`config.mk`:
```
export PLATFORM = sky130hd
export DESIGN_NAME = s2mm_burst_ctrl
export DESIGN_NICKNAME = d
export VERILOG_FILES = /design/src/rtl/s2mm_burst_ctrl_pkg.sv /design/src/rtl/s2mm_burst_len.sv /design/src/rtl/s2mm_burst_ctrl.sv
export SDC_FILE = /design/constraint.sdc
export NUM_CORES = 1
export LEC_CHECK = 0
export ABC_CLOCK_PERIOD_IN_PS = 3000
export CAP_MARGIN = 20
export CORE_MARGIN = 10
export CORE_UTILIZATION = 56
export DETAILED_ROUTE_END_ITERATION = 16
export MAX_ROUTING_LAYER = met4
export PLACE_DENSITY = 0.93
export RECOVER_POWER = 50
export SYNTH_ARGS = -nofsm -noshare
export SYNTH_HDL_FRONTEND = slang
export SYNTH_SLANG_ARGS = --single-unit
```
`constraint.sdc`:
```
create_clock -name aclk -period 3 [get_ports aclk]
set_input_delay 0.6 -clock aclk [delete_from_list [all_inputs] [get_ports aclk]]
set_output_delay 0.6 -clock aclk [all_outputs]
set_load 0.01 [all_outputs]
```
`src/rtl/s2mm_burst_ctrl_pkg.sv`:
```
// rtl/s2mm_burst_ctrl_pkg.sv - shared FSM state type and AXI constants for the S2MM burst controller
package s2mm_burst_ctrl_pkg;

  typedef enum logic [1:0] {
    ST_IDLE,
    ST_ADDR,
    ST_DATA,
    ST_RESP
  } state_t;

  localparam logic [1:0] AXI_RESP_OKAY = 2'b00;
  localparam int         BOUNDARY_4K   = 4096;

endpackage

```
`src/rtl/s2mm_burst_len.sv`:
```
// rtl/s2mm_burst_len.sv - burst size = min(MAX_BURST_LEN, beats to buffer end, beats to next 4 KB boundary)
module s2mm_burst_len
  import s2mm_burst_ctrl_pkg::*;
#(
  parameter int MM_ADDR_WIDTH = 32,
  parameter int DATA_WIDTH    = 32,
  parameter int MAX_BURST_LEN = 16
) (
  input  logic [MM_ADDR_WIDTH-1:0] addr,
  input  logic [4:0]               log_length,
  output logic [8:0]               burst_beats
);

  localparam int BYTES_LOG2 = $clog2(DATA_WIDTH / 8);
  localparam int AW1 = MM_ADDR_WIDTH + 1;
  localparam logic [AW1-1:0] ONE = AW1'(1);

  logic [AW1-1:0] buf_beats;
  logic [AW1-1:0] beat_off;
  logic [AW1-1:0] to_end;
  logic [12:0]    to_4k;

  // One spare bit so a 2^31-beat buffer still fits without wrapping.
  assign buf_beats = ONE << log_length;
  assign beat_off  = {1'b0, (addr >> BYTES_LOG2)} & (buf_beats - ONE);
  assign to_end    = buf_beats - beat_off;
  assign to_4k     = (13'(BOUNDARY_4K) - {1'b0, addr[11:0]}) >> BYTES_LOG2;

  always_comb begin
    burst_beats = 9'(MAX_BURST_LEN);
    if (to_end < AW1'(burst_beats)) burst_beats = to_end[8:0];
    if (to_4k < 13'(burst_beats))   burst_beats = to_4k[8:0];
  end

endmodule

```
`src/rtl/s2mm_burst_ctrl.sv`:
```
// rtl/s2mm_burst_ctrl.sv - AXI4 S2MM burst sequencer; partial-burst timeout under S2MM_BURST_CTRL_TIMEOUT_EN
module s2mm_burst_ctrl
  import s2mm_burst_ctrl_pkg::*;
#(
  parameter int MM_ADDR_WIDTH = 32,
  parameter int DATA_WIDTH    = 32,
  parameter int MAX_BURST_LEN = 16
`ifdef S2MM_BURST_CTRL_TIMEOUT_EN
  ,
  parameter int TIMEOUT_CYCLES = 64
`endif
) (
  input  logic                     aclk,
  input  logic                     areset,
  input  logic                     enable,
  input  logic [4:0]               log_length,
  input  logic [MM_ADDR_WIDTH-1:0] write_buffer,
  input  logic [8:0]               fifo_count,
  input  logic                     fifo_valid,
  output logic                     fifo_ready,
  output logic [MM_ADDR_WIDTH-1:0] m_axi_awaddr,
  output logic [7:0]               m_axi_awlen,
  output logic                     m_axi_awvalid,
  input  logic                     m_axi_awready,
  output logic                     m_axi_wvalid,
  input  logic                     m_axi_wready,
  output logic                     m_axi_wlast,
  input  logic [1:0]               m_axi_bresp,
  input  logic                     m_axi_bvalid,
  output logic                     m_axi_bready,
  output logic                     writing,
  output logic                     idle,
  output logic                     error
);

  state_t     state;
  logic [7:0] beat_cnt;
  logic [8:0] burst_beats;
  logic [8:0] issue_beats;
  logic       full_ok;
  logic       issue;
  logic       in_data;
  logic       w_hs;

  s2mm_burst_len #(
    .MM_ADDR_WIDTH (MM_ADDR_WIDTH),
    .DATA_WIDTH    (DATA_WIDTH),
    .MAX_BURST_LEN (MAX_BURST_LEN)
  ) u_len (
    .addr        (write_buffer),
    .log_length  (log_length),
    .burst_beats (burst_beats)
  );

  assign full_ok = enable && (fifo_count >= burst_beats);

`ifdef S2MM_BURST_CTRL_TIMEOUT_EN
  localparam int TO_W = $clog2(TIMEOUT_CYCLES + 1);

  logic [TO_W-1:0] to_cnt;
  logic            partial;
  logic            to_hit;

  assign partial     = enable && (fifo_count != 9'd0) && (fifo_count < burst_beats);
  assign to_hit      = partial && (to_cnt == TO_W'(TIMEOUT_CYCLES - 1));
  assign issue       = (state == ST_IDLE) && (full_ok || to_hit);
  assign issue_beats = full_ok ? burst_beats : fifo_count;

  always_ff @(posedge aclk or posedge areset) begin
    if (areset)                                to_cnt <= '0;
    else if (issue || fifo_count == 9'd0)      to_cnt <= '0;
    else if (state == ST_IDLE && partial)      to_cnt <= to_cnt + TO_W'(1);
  end
`else
  assign issue       = (state == ST_IDLE) && full_ok;
  assign issue_beats = burst_beats;
`endif

  // W stays gated until the address phase has been accepted.
  assign in_data      = (state == ST_DATA);
  assign m_axi_wvalid = in_data && fifo_valid;
  assign fifo_ready   = in_data && m_axi_wready;
  assign w_hs         = m_axi_wvalid && m_axi_wready;
  assign writing      = w_hs;
  assign m_axi_wlast  = in_data && (beat_cnt == m_axi_awlen);

  always_ff @(posedge aclk or posedge areset) begin
    if (areset) begin
      state         <= ST_IDLE;
      m_axi_awaddr  <= '0;
      m_axi_awlen   <= '0;
      m_axi_awvalid <= 1'b0;
      m_axi_bready  <= 1'b0;
      idle          <= 1'b1;
      error         <= 1'b0;
      beat_cnt      <= '0;
    end else begin
      case (state)
        ST_IDLE: begin
          if (issue) begin
            m_axi_awaddr  <= write_buffer;
            m_axi_awlen   <= 8'(issue_beats - 9'd1);
            m_axi_awvalid <= 1'b1;
            idle          <= 1'b0;
            state         <= ST_ADDR;
          end
        end
        ST_ADDR: begin
          if (m_axi_awready) begin
            m_axi_awvalid <= 1'b0;
            beat_cnt      <= '0;
            state         <= ST_DATA;
          end
        end
        ST_DATA: begin
          if (w_hs) begin
            if (beat_cnt == m_axi_awlen) begin
              m_axi_bready <= 1'b1;
              state        <= ST_RESP;
            end else begin
              beat_cnt <= beat_cnt + 8'd1;
            end
          end
        end
        ST_RESP: begin
          if (m_axi_bvalid) begin
            m_axi_bready <= 1'b0;
            error        <= error | (m_axi_bresp != AXI_RESP_OKAY);
            idle         <= 1'b1;
            state        <= ST_IDLE;
          end
        end
        default: state <= ST_IDLE;
      endcase
    end
  end

endmodule

```
==> results.py, run 1 <==
metrics = {
    "run_status": {
        "status": "stopped before the end",
        "failing_step": "global routing (5_1_grt)",
        "error_line": "[ERROR GRT-0116] Global routing finished with congestion. Check the congestion regions in the DRC Viewer.",
    },
    "placed_design": {
        "io_buffers": 102,
        "routabilityCongestion": 1.13,
        "dp_hpwl_um": 24300,
    },
    "clock_network": {
        "clkSinkCount": 54,
        "cts_buffers": 5,
        "cts.path.max_buffers": 2,
        "hold_buffers": 0,
        "clock-root-buffer": "clkbuf_16",
        "cts_htree_levels": 2,
    },
    "synth": {
        "synth-seq-area-share_pct": 20.9,
        "synthCells": 859,
        "ys.flop_type": "dfrtp_1",
        "synth_cell_types": 105,
        "synth_top_area_share_pct": 20.5,
        "synth_top_cell_by_area": "dfrtp_1",
        "async_flop_share_pct": 100,
        "synth_commonest_cells": "nand2_1, dfrtp_1, nor2_1, o21ai_0, a21oi_1",
        "syn_area_per_cell_um2": 7.54,
        "synthTopCellsByArea": "dfrtp_1, nand2_1, ha_1",
        "ys_ff_latch": 54,
        "synth.cell_area_um2": 6480,
        "synth_edf_count": 0,
        "yosysWarnings": 0,
        "synth.most_common_cell": "nand2_1",
    },
    "global_routing": {
        "gr-total-overflow": 44,
        "grt_pass1_vias": 11400,
        "grt_pass1_wl_um": 73300,
        "track_usage_pct": 60.0,
        "grt_max_degree": 32,
    },
    "floorplanning": {
        "num_rows": 39,
        "io_pins": 103,
        "die_w_um": 128,
        "start_util_pct": 57.0,
        "die_h_um": 128,
    },
}
[per-layer routing]
| metal | GRT overflow | track usage [%] |
|---|---|---|
| met5 | - | - |
| met4 | 21 | 57.8 |
| met3 | 0 | 44.2 |
| met2 | 20 | 76.5 |
| met1 | 3 | 56.8 |
[cells by family after synthesis]
family / share of synthesized area [%]
simple gates: 32.5
compound gates: 28.8
buf+inv: 5.85
flops: 20.9
xor+xnor: 4.60
fa+ha+maj: 5.79
mux: 1.53
other cells: 0.0579
[what timing repair did]
| action | CTS |
|---|---|
| resized for setup | 96 |
| endpoints found under the setup margin | 44 |
| setup buffers | 20 |
| pin swaps | 37 |
[metrics by stage]
step	cell area (µm²)	instances	setup slack [ns]	util (%)	setup TNS, ns
3_3_place_gp	9370	1301	-5.16	82.4	-224.12
3_5_place_dp	9370	1301	-5.62	82.4	-242.54
2_1_floorplan	6670	862	-4.88	-	-212.64
4_1_cts	10100	1329	-4.74	88.6	-205.20
==> inputs of run 2 (changes only) <==
--- a/config.mk
+++ b/config.mk
@@ -8,10 +8,9 @@
 export ABC_CLOCK_PERIOD_IN_PS = 3000
 export CAP_MARGIN = 20
 export CORE_MARGIN = 10
-export CORE_UTILIZATION = 56
+export CORE_UTILIZATION = 40
 export DETAILED_ROUTE_END_ITERATION = 16
-export MAX_ROUTING_LAYER = met4
-export PLACE_DENSITY = 0.93
+export PLACE_DENSITY_LB_ADDON = 0.15
 export RECOVER_POWER = 50
 export SYNTH_ARGS = -nofsm -noshare
 export SYNTH_HDL_FRONTEND = slang
==> run 2 against run 1 <==
  * The flow now finishes, with violations (setup timing)
  * Area after synthesis is the same
  * Synthesized cell count is the same
==> results.py, run 2 <==
metrics = {
    "synth": {
        "syn_area_per_cell_um2": 7.54,
        "ys_ff_latch": 54,
        "synth_edf_count": 0,
        "yosysWarnings": 0,
        "synth_cell_types": 105,
        "synthCells": 859,
        "synth_top_area_share_pct": 20.5,
        "async_flop_share_pct": 100,
        "synthTopCellsByArea": "dfrtp_1, nand2_1, ha_1",
        "synth-seq-area-share_pct": 20.9,
        "ys.flop_type": "dfrtp_1",
        "synth.cell_area_um2": 6480,
        "synth_commonest_cells": "nand2_1, dfrtp_1, nor2_1, o21ai_0, a21oi_1",
        "synth.most_common_cell": "nand2_1",
        "synth_top_cell_by_area": "dfrtp_1",
    },
    "setup_path": {
        "path_delay_family": "simple AND/OR/NAND/NOR gates",
        "worst-path-buf-inv": 6,
        "required_ns": 3.20,
        "cp_common_cell": "a21o_1",
        "cp_max_fo": 7,
        "crit_type": "in -> reg",
        "cpPeakStageDelay_ns": 0.51,
        "crit_slowest_cell": "or4_4",
        "arrival_ns": 7.89,
        "crit_path_end_kind": "register",
        "start_kind": "primary input",
    },
    "finish": {
        "final_nets": 1281,
        "syn2layout_area_growth_pct": 60.2,
        "top_regs": "m_axi_awaddr: 32 flops, beat_cnt: 8 flops, m_axi_awlen: 8 flops",
        "largest_reg_flops": 32,
        "layout_common_cells": "buf_4, nand2_1, clkdlybuf4s50_1",
        "utilization_pct": 65.3,
        "antennaDiodeCount": 0,
        "stdcell_count": 1413,
        "final_common_cell": "buf_4",
        "largest_register": "m_axi_awaddr",
        "fin_area_um2": 10400,
        "drive_gt1_share_pct": 34.4,
    },
    "global_routing": {
        "grt_pass1_wl_um": 43500,
        "grt_pass1_vias": 7986,
        "track_usage_pct": 24.7,
        "gr-total-overflow": 0,
        "use_met2_pct": 44.4,
        "grt_max_degree": 55,
        "busiest_layer": "met2",
        "met1_usage_pct": 29.7,
        "met3_usage_pct": 2.12,
        "antenna_found_initial": 0,
    },
    "floorplanning": {
        "die_h_um": 147,
        "die_w_um": 147,
        "coreArea_um2": 15900,
        "die_area_um2": 21700,
        "start_util_pct": 40.8,
        "num_rows": 46,
        "io_pins": 103,
    },
    "hold_path": {
        "hold_class": "reg -> reg",
    },
    "placed_design": {
        "routabilityCongestion": 1.02,
        "pre_cts_ws_ns": -5.18,
        "dp_cells": 1383,
        "dp_hpwl_um": 22200,
        "dpl_cell_area_um2": 9560,
        "io_buffers": 102,
    },
    "sta": {
        "finalHoldViolations": 0,
        "clock_skew_ns": 0.0112,
        "max_freq_ghz": 0.130,
        "worst_slack_ns": -4.70,
        "rsz0062_at_grt": "true",
        "setup_viol": 44,
        "slew_viol_final": 0,
        "tightest_slew_ns": 1.40,
        "whs_ns": 0.472,
        "relSlewSlack_pct": 6.51,
        "timing.final.crit_period_ns": 7.70,
        "fin_crit_sh_pct": 257,
    },
    "run_status": {
        "violations": "setup timing",
        "status": "finished with violations",
    },
    "clock_network": {
        "cts.path.max_buffers": 2,
        "cts_buffers": 5,
        "path_clk_slew_ns": 0.08,
        "cts_tree": "built",
        "clock-root-buffer": "clkbuf_16",
        "cts_htree_levels": 2,
        "clock_latency_ns": 0.31,
        "clkSinkCount": 54,
    },
    "routing": {
        "wl_per_cell_um": 19.9,
        "routed_wl_um": 28100,
        "drtIter0Drc": 579,
        "firstDrtPassIters": 5,
        "drc": 0,
        "via_per_inst": 5.66,
        "ant_nets": 0,
        "vias": 8004,
    },
    "power": {
        "ir_drop_uv": 472,
        "power_leakage_nw": 4.65,
        "power_density_nw_per_um2": 465,
    },
    "run": {
        "drv_cap": 0,
    },
}
run 2: cell counts after synthesis:
No cell type changed its count.
run 2: kinds of logic after synthesis:
family	Yosys count	share of synthesized area [%]
adders and majority gates	30	5.79
DFF	54	20.9
other	1	0.0579
AOI/OAI and AO/OA	246	28.8
and+or+nand+nor	409	32.5
buffers and inverters	76	5.85
muxes	9	1.53
xor gates and xnor gates	34	4.60
run 2: final cells by class:
| class | instances | area, µm² |
|---|---|---|
| Fill cell | 1420 | 5510 |
| Sequential cell | 54 | 1350 |
| Timing Repair Buffer | 379 | 3310 |
| Inverter | 24 | 90.1 |
| Clock buffer | 6 | 139 |
| Multi-Input combinational cell | 732 | 5170 |
| Clock inverter | 2 | 38.8 |
| Tap cell | 216 | 270 |
run 2: stage by stage:
step / setup TNS, ns / power [mW]
2_1_floorplan: -212.64 / 2.47
3_3_place_gp: -222.43 / 3.73
3_5_place_dp: -224.54 / 3.76
4_1_cts: -193.37 / 4.68
5_1_grt: -215.83 / 5.14
6_report: -203.09 / 4.83
run 2: report_power, final:
group / internal [mW] / leakage, nW / switching (mW)
clock network: 0.421 / 0.0875 / 0.292
logic: 1.50 / 3.89 / 1.31
registers: 1.03 / 0.676 / 0.275
total: 2.95 / 4.65 / 1.87
run 2: metal layers:
metal	up-vias	share of wire (%)
li1	3852	-
met1	3854	42
met2	246	51
met3	52	4.3
met4	0	3.2
met5	-	0
run 2: worst min-delay path: cells and delay by family, from the launching register on:
kind             cells  cell delay [ns]
flip-flops           1             0.34
AND/OR/NAND/NOR      2             0.10
run 2: repair_timing:
action	in CTS	in global routing
setup endpoints to repair	44	44
cloned	3	3
setup buffers	13	5
pin swaps	31	51
hold buffers	0	0
resized for setup	69	54
run 2: path summary, 6_finish.rpt:
| check | from | end | slack, ns | cells after the start |
|---|---|---|---|---|
| setup / recovery | log_length[4] | m_axi_awlen[4] | -4.70 | 42 |
| hold / removal | m_axi_awaddr[9] | m_axi_awaddr[9] | 0.47 | 2 |
| setup reg to reg | state[0] | beat_cnt[7] | 0.65 | 11 |
| hold reg to reg | m_axi_awaddr[9] | m_axi_awaddr[9] | 0.47 | 2 |
| max in group asynchronous | areset | m_axi_awaddr[3] | 0.92 | 3 |
| min in group asynchronous | areset | m_axi_awaddr[19] | 1.22 | 3 |
No activity file was read; power rests on OpenSTA's default activity.
